**src/rtl/ahb_lite_cmd_master.sv**
```systemverilog
// Single-outstanding AHB-Lite master: turns one valid/ready command into one
// SINGLE transfer and returns read data / error status on a valid/ready response.
module ahb_lite_cmd_master #(
    parameter int          ADDR_WIDTH = 32,
    parameter int          DATA_WIDTH = 32,
    parameter logic [3:0]  HPROT_VAL  = 4'b0011
) (
    input  logic                  HCLK,
    input  logic                  HRESETn,
    input  logic                  cmd_valid,
    output logic                  cmd_ready,
    input  logic                  cmd_write,
    input  logic [ADDR_WIDTH-1:0] cmd_addr,
    input  logic [2:0]            cmd_size,
    input  logic [DATA_WIDTH-1:0] cmd_wdata,
    output logic                  rsp_valid,
    input  logic                  rsp_ready,
    output logic [DATA_WIDTH-1:0] rsp_rdata,
    output logic                  rsp_err,
    output logic                  busy,
    output logic [ADDR_WIDTH-1:0] HADDR,
    output logic [1:0]            HTRANS,
    output logic                  HWRITE,
    output logic [2:0]            HSIZE,
    output logic [2:0]            HBURST,
    output logic [3:0]            HPROT,
    output logic [DATA_WIDTH-1:0] HWDATA,
    input  logic [DATA_WIDTH-1:0] HRDATA,
    input  logic                  HREADY,
    input  logic                  HRESP
);

    typedef enum logic [1:0] {
        ST_IDLE = 2'd0,
        ST_ADDR = 2'd1,
        ST_DATA = 2'd2,
        ST_RESP = 2'd3
    } state_e;

    localparam logic [1:0] TRANS_IDLE   = 2'b00;
    localparam logic [1:0] TRANS_NONSEQ = 2'b10;

    // Size must fit the bus and the address must be naturally aligned to it.
    function automatic logic cmd_legal(input logic [2:0] size, input logic [2:0] addr_lsb);
        logic ok;
        case (size)
            3'd0:    ok = 1'b1;
            3'd1:    ok = (addr_lsb[0] == 1'b0);
            3'd2:    ok = (addr_lsb[1:0] == 2'b00);
            3'd3:    ok = (DATA_WIDTH == 64) && (addr_lsb == 3'b000);
            default: ok = 1'b0;
        endcase
        return ok;
    endfunction

    state_e                  state_q,     state_d;
    logic                    cmd_ready_q, cmd_ready_d;
    logic                    rsp_valid_q, rsp_valid_d;
    logic                    rsp_err_q,   rsp_err_d;
    logic [DATA_WIDTH-1:0]   rsp_rdata_q, rsp_rdata_d;
    logic                    busy_q,      busy_d;
    logic [ADDR_WIDTH-1:0]   haddr_q,     haddr_d;
    logic [1:0]              htrans_q,    htrans_d;
    logic                    hwrite_q,    hwrite_d;
    logic [2:0]              hsize_q,     hsize_d;
    logic [DATA_WIDTH-1:0]   hwdata_q,    hwdata_d;
    logic [DATA_WIDTH-1:0]   wdata_q,     wdata_d;

    // Next-state and next-output computation for the transfer FSM.
    always_comb begin
        state_d     = state_q;
        cmd_ready_d = cmd_ready_q;
        rsp_valid_d = rsp_valid_q;
        rsp_err_d   = rsp_err_q;
        rsp_rdata_d = rsp_rdata_q;
        busy_d      = busy_q;
        haddr_d     = haddr_q;
        htrans_d    = htrans_q;
        hwrite_d    = hwrite_q;
        hsize_d     = hsize_q;
        hwdata_d    = hwdata_q;
        wdata_d     = wdata_q;

        case (state_q)
            ST_IDLE: begin
                if (cmd_valid) begin
                    cmd_ready_d = 1'b0;
                    busy_d      = 1'b1;
                    if (cmd_legal(cmd_size, cmd_addr[2:0])) begin
                        state_d  = ST_ADDR;
                        haddr_d  = cmd_addr;
                        hwrite_d = cmd_write;
                        hsize_d  = cmd_size;
                        htrans_d = TRANS_NONSEQ;
                        wdata_d  = cmd_wdata;
                    end else begin
                        // Rejected command never reaches the bus.
                        state_d     = ST_RESP;
                        rsp_valid_d = 1'b1;
                        rsp_err_d   = 1'b1;
                        rsp_rdata_d = {DATA_WIDTH{1'b0}};
                    end
                end else begin
                    cmd_ready_d = 1'b1;
                end
            end
            ST_ADDR: begin
                if (HREADY) begin
                    state_d  = ST_DATA;
                    htrans_d = TRANS_IDLE;
                    if (hwrite_q) begin
                        hwdata_d = wdata_q;
                    end else begin
                        hwdata_d = hwdata_q;
                    end
                end else begin
                    htrans_d = TRANS_NONSEQ;
                end
            end
            ST_DATA: begin
                // First ERROR cycle has HREADY low and is simply another wait.
                if (HREADY) begin
                    state_d     = ST_RESP;
                    rsp_valid_d = 1'b1;
                    rsp_err_d   = HRESP;
                    if (!hwrite_q && !HRESP) begin
                        rsp_rdata_d = HRDATA;
                    end else begin
                        rsp_rdata_d = {DATA_WIDTH{1'b0}};
                    end
                end else begin
                    state_d = ST_DATA;
                end
            end
            ST_RESP: begin
                if (rsp_ready) begin
                    state_d     = ST_IDLE;
                    rsp_valid_d = 1'b0;
                    cmd_ready_d = 1'b1;
                    busy_d      = 1'b0;
                end else begin
                    rsp_valid_d = 1'b1;
                end
            end
            default: begin
                state_d     = ST_IDLE;
                cmd_ready_d = 1'b1;
                rsp_valid_d = 1'b0;
                busy_d      = 1'b0;
                htrans_d    = TRANS_IDLE;
            end
        endcase
    end

    // State and output registers with synchronous active-low reset.
    always_ff @(posedge HCLK) begin
        if (!HRESETn) begin
            state_q     <= ST_IDLE;
            cmd_ready_q <= 1'b1;
            rsp_valid_q <= 1'b0;
            rsp_err_q   <= 1'b0;
            rsp_rdata_q <= {DATA_WIDTH{1'b0}};
            busy_q      <= 1'b0;
            haddr_q     <= {ADDR_WIDTH{1'b0}};
            htrans_q    <= TRANS_IDLE;
            hwrite_q    <= 1'b0;
            hsize_q     <= 3'd0;
            hwdata_q    <= {DATA_WIDTH{1'b0}};
            wdata_q     <= {DATA_WIDTH{1'b0}};
        end else begin
            state_q     <= state_d;
            cmd_ready_q <= cmd_ready_d;
            rsp_valid_q <= rsp_valid_d;
            rsp_err_q   <= rsp_err_d;
            rsp_rdata_q <= rsp_rdata_d;
            busy_q      <= busy_d;
            haddr_q     <= haddr_d;
            htrans_q    <= htrans_d;
            hwrite_q    <= hwrite_d;
            hsize_q     <= hsize_d;
            hwdata_q    <= hwdata_d;
            wdata_q     <= wdata_d;
        end
    end

    assign cmd_ready = cmd_ready_q;
    assign rsp_valid = rsp_valid_q;
    assign rsp_err   = rsp_err_q;
    assign rsp_rdata = rsp_rdata_q;
    assign busy      = busy_q;
    assign HADDR     = haddr_q;
    assign HTRANS    = htrans_q;
    assign HWRITE    = hwrite_q;
    assign HSIZE     = hsize_q;
    assign HWDATA    = hwdata_q;
    assign HBURST    = 3'b000;
    assign HPROT     = HPROT_VAL;

endmodule

```
**config.mk**
```make
export PLATFORM = sky130hd
export DESIGN_NAME = ahb_lite_cmd_master
export DESIGN_NICKNAME = d
export VERILOG_FILES = /design/src/rtl/ahb_lite_cmd_master.sv
export SDC_FILE = /design/constraint.sdc
export NUM_CORES = 1
export LEC_CHECK = 0
export BUFFER_PORTS_ARGS = -buffer_cell sky130_fd_sc_hd__buf_2
export CELL_PAD_IN_SITES_DETAIL_PLACEMENT = 0
export CELL_PAD_IN_SITES_GLOBAL_PLACEMENT = 1
export CORE_MARGIN = 2
export CORE_UTILIZATION = 31
export CTS_CLUSTER_DIAMETER = 60
export DETAILED_ROUTE_END_ITERATION = 7
export GPL_TIMING_DRIVEN = 1
export PLACE_DENSITY_LB_ADDON = 0.1
export SLEW_MARGIN = 10
export SYNTH_ARGS = -nofsm -noshare
export SYNTH_HDL_FRONTEND = slang
export SYNTH_SLANG_ARGS = --single-unit
```
**constraint.sdc**
```tcl
create_clock -name HCLK -period 2 [get_ports HCLK]
set_clock_uncertainty 0.15 [all_clocks]
set_input_delay 0.3 -clock HCLK [delete_from_list [all_inputs] [get_ports HCLK]]
set_output_delay 0.3 -clock HCLK [all_outputs]
set_load 0.02 [all_outputs]
```
==> impl_results.md, run 1 <==
- Status: finished, final reports clean
- DRC: 0
- Max rail drop VDD: between 0.5 and 0.6 mV
- Main combinational cell family by area after synthesis: simple AND/OR/NAND/NOR gates
- PnR Total Power: 8.24 mW
- CP Launch Type: flip-flop
- GRT Overall Usage: between 10% and 20%
- Largest net degree at the start of global routing: between 80 and 90
- Post-synthesis sequential area ratio: 51.0%
- Yosys cell types: 40
- Synth async-reset ratio: 0%
- Final ANT Viol Nets: 0
- Clk slew on worst S/H paths: 0.06 ns
- H-tree levels: 4
- Post-synthesis adder-cell area fraction: 1.15%
- Worst Setup EP: rsp_err
- Vias in the first global route: just over 5k
- Via-to-Cell Ratio: between 4 and 5
- XOR/XNOR share of the synthesized area: 0%
- First-pass GRT wire length: approximately 24000 µm
- Port Buffer Count: 210
- IO Count: ~220
- Crit share post-route: a little over nine tenths
- Most used DFF post-synth: dfxtp_1
- Synth area leader: dfxtp_1
- Setup crit end kind: flip-flop
- Warnings, synthesis: 0
- Share of cells above drive strength 1: 29.0%
- Layout Nets: slightly above 1k
- Ant. Diodes: 0
- Core area: 17200 µm²
- Yosys top cell area share: ~51%
- Starting density of the core: around a third
- Worst hold path type: input pin to flip-flop
- Pwr dens: 993 nW/µm²
- Minimum clock period: 1.93 ns
- FF-to-FF path depth: 6
- Number of synthesized flops with an enable pin: 0
- Slew Limit Fails: 0
- CP Class: flip-flop to flip-flop
- Layout area overhead: 52.2%
- Post-synthesis area per instance: 8.48 µm²
- Compound-Gate Fraction of Synth Area: around 14%
- Clk_lat worst skew: between 0.4 and 0.5 ns
- CTS Buffer Depth: 2
- Reg2reg start: state_q[0]
- Worst flop-to-flop path endpoint: rsp_err
- CTS tree: done
- Mux contribution to synthesized area: between 6 and 7%
- Die width: roughly 140 µm
- CP Launch Point: state_q[0]
- Antenna violations before repair: 0
- Routed wire per std cell: roughly 13 µm
- Clk sinks: approximately 140
- Final hold vios: 0
- Via count: approximately 5.2k
- RSZ-0062 raised after global routing: false
- Synth Instances: approximately 640
- Worst EP required: 2.15 ns
- Final setup viols: 0
- Post-synthesis simple-gate area fraction: a little over a fifth
- Register bit total from synthesis: 139
- DP HPWL: 10100 µm
- CP arrival: between 2 and 2.5 ns
- Num CTS Buffers: 17
- Die area: around 19000 µm²
- Post-Synthesis Cell Area: 5450 µm²
- RePlAce Congestion: 0.812
- Chip height: 137 µm
- Gr ovfl total: 0
- R2R setup slack: 0.07 ns
- MaxCap Viol Count: 0
- Iter 0 DRT Violations: between 200 and 250
- Top cells by area, synth: dfxtp_1 (51%), nand2_1 (14%), o21ai_0 (6.4%), nand3_1 (6.3%), mux2i_1 (5.9%)
- FMAX: about 0.52 GHz
- Root buf cell: clkbuf_16
- CP max FO: 4
- Std-Cell Rows: 48
- Pre-antenna DRT Iters: 4
- Leakage: 3.65 nW
- Worst Hold Depth: 3
- Routed WL: around 16000 µm
- Final core utilization: approximately 48%
-- Yosys cell counts, types with 2 or more instances --
cell and instances:
o21ai_0 70, nand3_1 69, nand2_1 200, clkbuf_1 32
dfxtp_1 139, buf_4 10, buf_1 3, ha_1 5
a21oi_1 3, mux2i_1 32, buf_2 10, and3_1 3
buf_8 3, conb_1 2, inv_1 6, a21boi_0 32
-- worst max-delay path, cell delays in order (launching register included) --
cell and delay [ns]:
dfxtp_1 0.33, inv_1 0.09, ha_1 0.25, inv_2 0.13
o21ai_2 0.12, or4_2 0.62, o211a_1 0.15
-- cell families after synthesis --
group	after synthesis
fa+ha+maj	5
simple gates	280
other cells	2
buf+inv	65
compound gates	119
mux	33
flops	139
-- routing by layer --
| layer | GRT usage [%] | part of all wire, % | vias to the layer above |
|---|---|---|---|
| met1 | 19.3 | 43 | 2366 |
| li1 | - | - | 2692 |
| met3 | 5.70 | 6.7 | 20 |
| met5 | 0 | 0 | - |
| met4 | 6.19 | 2.0 | 0 |
| met2 | 27.4 | 48 | 153 |
-- timing repair --
item	4_1_cts	5_1_grt
gates cloned	0	2
setup endpoints to repair	12	33
hold endpoints to repair	92	0
buffers inserted	0	2
hold buffers	92	0
resized for setup	1	4
pin swaps	0	1
-- flip-flops by register name, summed over array words and instances (netlist names) --
name	cells
wdata_q	32
cmd_ready	1
HADDR	32
HWRITE	1
state_q	2
rsp_err	1
HWDATA	32
HTRANS	1
rsp_valid	1
busy	1
HSIZE	3
rsp_rdata	32
-- final cells by class --
| cell class | count | area, µm² |
|---|---|---|
| timing repair buffer | 318 | 2220 |
| sequential | 139 | 2780 |
| multi-input combinational | 445 | 2390 |
| clock inverter | 10 | 115 |
| clock buffer | 22 | 484 |
| tap | 225 | 282 |
| fill | 1694 | 8940 |
| inverter | 6 | 22.5 |
-- through the flow --
stage                     hold slack (ns)  std cells  setup WS [ns]  TNS, ns  instance area [µm²]
after global routing              0.00659       1165         0.0135        0                 8300
after floorplan                     0.290        649        0.00678        0                 5470
final                              0.0189       1165         0.0680        0                 8300
after global placement              0.289       1037         0.0628        0                 6700
after CTS                         0.00214       1161        0.00169        0                 8220
after detailed placement            0.298       1037       -0.00643  -0.0181                 6700
-- where the power goes --
| part | leakage [nW] | internal (mW) | switching, mW |
|---|---|---|---|
| Combinational | 2.24 | 0.987 | 1.06 |
| Clock | 0.288 | 1.97 | 1.19 |
| Sequential | 1.12 | 2.95 | 0.0946 |
| Total | 3.65 | 5.90 | 2.34 |
-- placed cells by master (no fill, tap or decap), drive strengths merged, types with 2 or more instances in the layout --
cell type / Yosys / final
buf: 27 / 224
nand2: 200 / 200
dfxtp: 139 / 139
dlygate4sd3: 0 / 92
o21ai: 71 / 71
nand3: 69 / 69
mux2i: 32 / 32
a21boi: 32 / 32
clkbuf: 32 / 24
conb: 2 / 8
inv: 6 / 6
ha: 5 / 5
clkinv: 0 / 5
a21oi: 4 / 4
and3: 3 / 3
clkinvlp: 0 / 3
bufinv: 0 / 2
nor3: 2 / 2
nor2b: 2 / 2
o21a: 2 / 2
a211oi: 2 / 2
-- worst min path at each step --
stage                  start            end  slack [ns]
5_1_grt        cmd_wdata[30]    wdata_q[30]       0.007
3_3_place_gp   rsp_rdata[24]  rsp_rdata[24]        0.29
6_report       cmd_wdata[13]    wdata_q[13]        0.02
3_5_place_dp    rsp_rdata[2]   rsp_rdata[2]        0.30
2_1_floorplan    cmd_addr[0]       HADDR[0]        0.29
4_1_cts          cmd_size[1]       HSIZE[1]       0.002
(Power assumes the default switching activity.)
==> inputs of run 2 (changes only) <==
--- a/config.mk
+++ b/config.mk
@@ -12,8 +12,9 @@
 export CORE_UTILIZATION = 31
 export CTS_CLUSTER_DIAMETER = 60
 export DETAILED_ROUTE_END_ITERATION = 7
-export GPL_TIMING_DRIVEN = 1
+export GPL_TIMING_DRIVEN = 0
 export PLACE_DENSITY_LB_ADDON = 0.1
+export SKIP_CTS_REPAIR_TIMING = 1
 export SLEW_MARGIN = 10
 export SYNTH_ARGS = -nofsm -noshare
 export SYNTH_HDL_FRONTEND = slang
==> constraint.sdc (replaced) <==
create_clock -name HCLK -period 2 [get_ports HCLK]
set_clock_uncertainty 0.15 [all_clocks]
set_input_delay 0.4 -clock HCLK [delete_from_list [all_inputs] [get_ports HCLK]]
set_output_delay 0.4 -clock HCLK [all_outputs]
set_load 0.02 [all_outputs]
==> run 2 against run 1 <==
  * Sequential power about the same
  * Count of clock-buffer cells in the layout decreased by 4
  * Die area unchanged
  * Design area decreased by 9.4%
  * Core utilization decreased by 4.5 points
==> impl_results.md, run 2 (synthesized netlist as in run 1, its figures left out) <==
- Worst Tran Pin Value: approximately 0.73 ns
- Total of fill cells in the finished design: between 1.5k and 2k
- Sequential share of power: between 30% and 40%
- WL met1: between 7000 and 8000 µm
- DP HPWL: 12200 µm
- DRC: 0
- DR WL met2: ~7500 µm
- Num CTS Buffers: 17
- Clk_lat worst skew: roughly 0.41 ns
- Std-Cell Rows: 48
- Setup ws final: roughly 0.068 ns
- Clk slew on worst S/H paths: ~0.06 ns
- RePlAce Congestion: 0.810
- Pre-antenna DRT Iters: 4
- DR top layer: met5
- Pwr dens: around 1100 nW/µm²
- Iter 0 DRT Violations: just under 200
- Minimum clock period: 1.93 ns
- Starting density of the core: approximately a third
- Commonest cells after routing, fill and taps aside: buf_2 (215), nand2_1 (200), dfxtp_1 (137), o21ai_0 (70), nand3_1 (69)
- Core area: ~17000 µm²
- Ant. Diodes: 0
- Via-to-Cell Ratio: about 4.6
- IO Count: around 220
- Net Sw Frac: a little under 30%
- Die area: about 19000 µm²
- Met3 wire length: 1250 µm
- Die width: approximately 140 µm
- Worst EP required: about 2.2 ns
- CTS Buffer Depth: 2
- Logic pwr share: about a quarter
- Vias in the first global route: around 5.0k
- Final hold vios: 0
- CTS tree: done
- Pint: between 5 and 6 mW
- CP max FO: 4
- Setup WS pre-CTS: -0.350 ns
- Largest net degree at the start of global routing: 17
- PnR Total Power: around 8.1 mW
- Final ANT Viol Nets: 0
- CP Launch Type: flip-flop
- Routed wire per std cell: 14.7 µm
- Port Buffer Count: ~210
- Layout Nets: slightly below 1k
- H-tree levels: 4
- Commonest non-fill, non-tap cell in the layout: buf_2
- Max rail drop VDD: 0.650 mV
- Via count: just over 5k
- Psw: 2.39 mW
- Slew HR: just over 50%
- Routed WL: between 15000 and 20000 µm
- Chip height: 137 µm
- Root buf cell: clkbuf_16
- CP Class: flip-flop to flip-flop
- Slew Limit Fails: 0
- Status: finished, final reports clean
- Share of cells above drive strength 1: around a third
- Setup crit end kind: flip-flop
- Antenna violations before repair: 1
- Crit share post-route: 96.6%
- MaxCap Viol Count: 0
- Clk sinks: around 140
- Worst hold path type: input pin to flip-flop
- First-pass GRT wire length: 24700 µm
- GRT Overall Usage: between 10% and 20%
- Hold Slack: ~0.07 ns
- FMAX: between 0.5 and 0.6 GHz
- Final setup viols: 0
- Clock network power share: between 30 and 40%
- Leakage: 3.32 nW
- CP arrival: approximately 2.1 ns
- Layout area overhead: 37.9%
- Gr ovfl total: 0
==> run 2: changes by cell type in the layout (fill, tap and decap cells not counted), moves of 4 or more <==
cell / before / now
buf_12: 7 / 3
buf_2: 209 / 215
buf_4: 7 / 12
clkbuf_1: 1 / 29
clkbuf_8: 4 / 0
dlygate4sd3_1: 92 / 0
==> run 2: power groups by stage <==
stage | sequential [mW] | combinational (mW) | clock, mW
floorplan | 3.23 | 1.11 | 0
global placement | 3.10 | 1.70 | 0
detailed placement | 3.10 | 1.73 | 0
CTS | 3.04 | 1.74 | 3.01
global route | 3.08 | 2.24 | 3.14
finish | 3.06 | 2.08 | 2.92
==> run 2: worst paths after layout <==
kind	start	endpoint	slack (ns)	depth (start not counted)
worst max-delay path	state_q[0]	rsp_err	0.07	6
worst min-delay path	cmd_wdata[22]	wdata_q[22]	0.07	3
worst max register to register	state_q[0]	rsp_err	0.07	6
worst min register to register	rsp_rdata[10]	rsp_rdata[10]	0.31	2
==> run 2: through the flow <==
stage          instance area, µm²  setup TNS (ns)  utilization (%)  cells
4_1_cts                      7350          -23.13             42.6   1114
5_1_grt                      7520        -0.00377             43.6   1119
3_5_place_dp                 6800          -24.21             39.5   1083
3_3_place_gp                 6800          -18.83             39.5   1083
6_report                     7520               0             43.6   1119
2_1_floorplan                5470               0                -    649
==> run 2: critical path, cell delays in order, from the launching register on <==
cell and delay [ns]:
dfxtp_4 0.37, inv_2 0.06, ha_1 0.22, inv_2 0.13, o21ai_2 0.11, or4_2 0.63, o211a_1 0.14
==> run 2: layer usage <==
layer | up-vias | track usage [%]
met5 | - | 0
met4 | 2 | 6.19
li1 | 2617 | -
met1 | 2397 | 21.0
met3 | 26 | 6.59
met2 | 152 | 27.0
==> run 2: final cells by class <==
| class | instances | area, µm² | share of cell area, % |
|---|---|---|---|
| buffer | 57 | 334 | 4.44 |
| timing repair buffer | 215 | 1130 | 15.1 |
| multi-input combinational | 446 | 2410 | 32.0 |
| sequential | 139 | 2790 | 37.1 |
| tap | 225 | 282 | 3.75 |
| clock inverter | 13 | 120 | 1.60 |
| clock buffer | 18 | 429 | 5.71 |
| inverter | 6 | 22.5 | 0.300 |
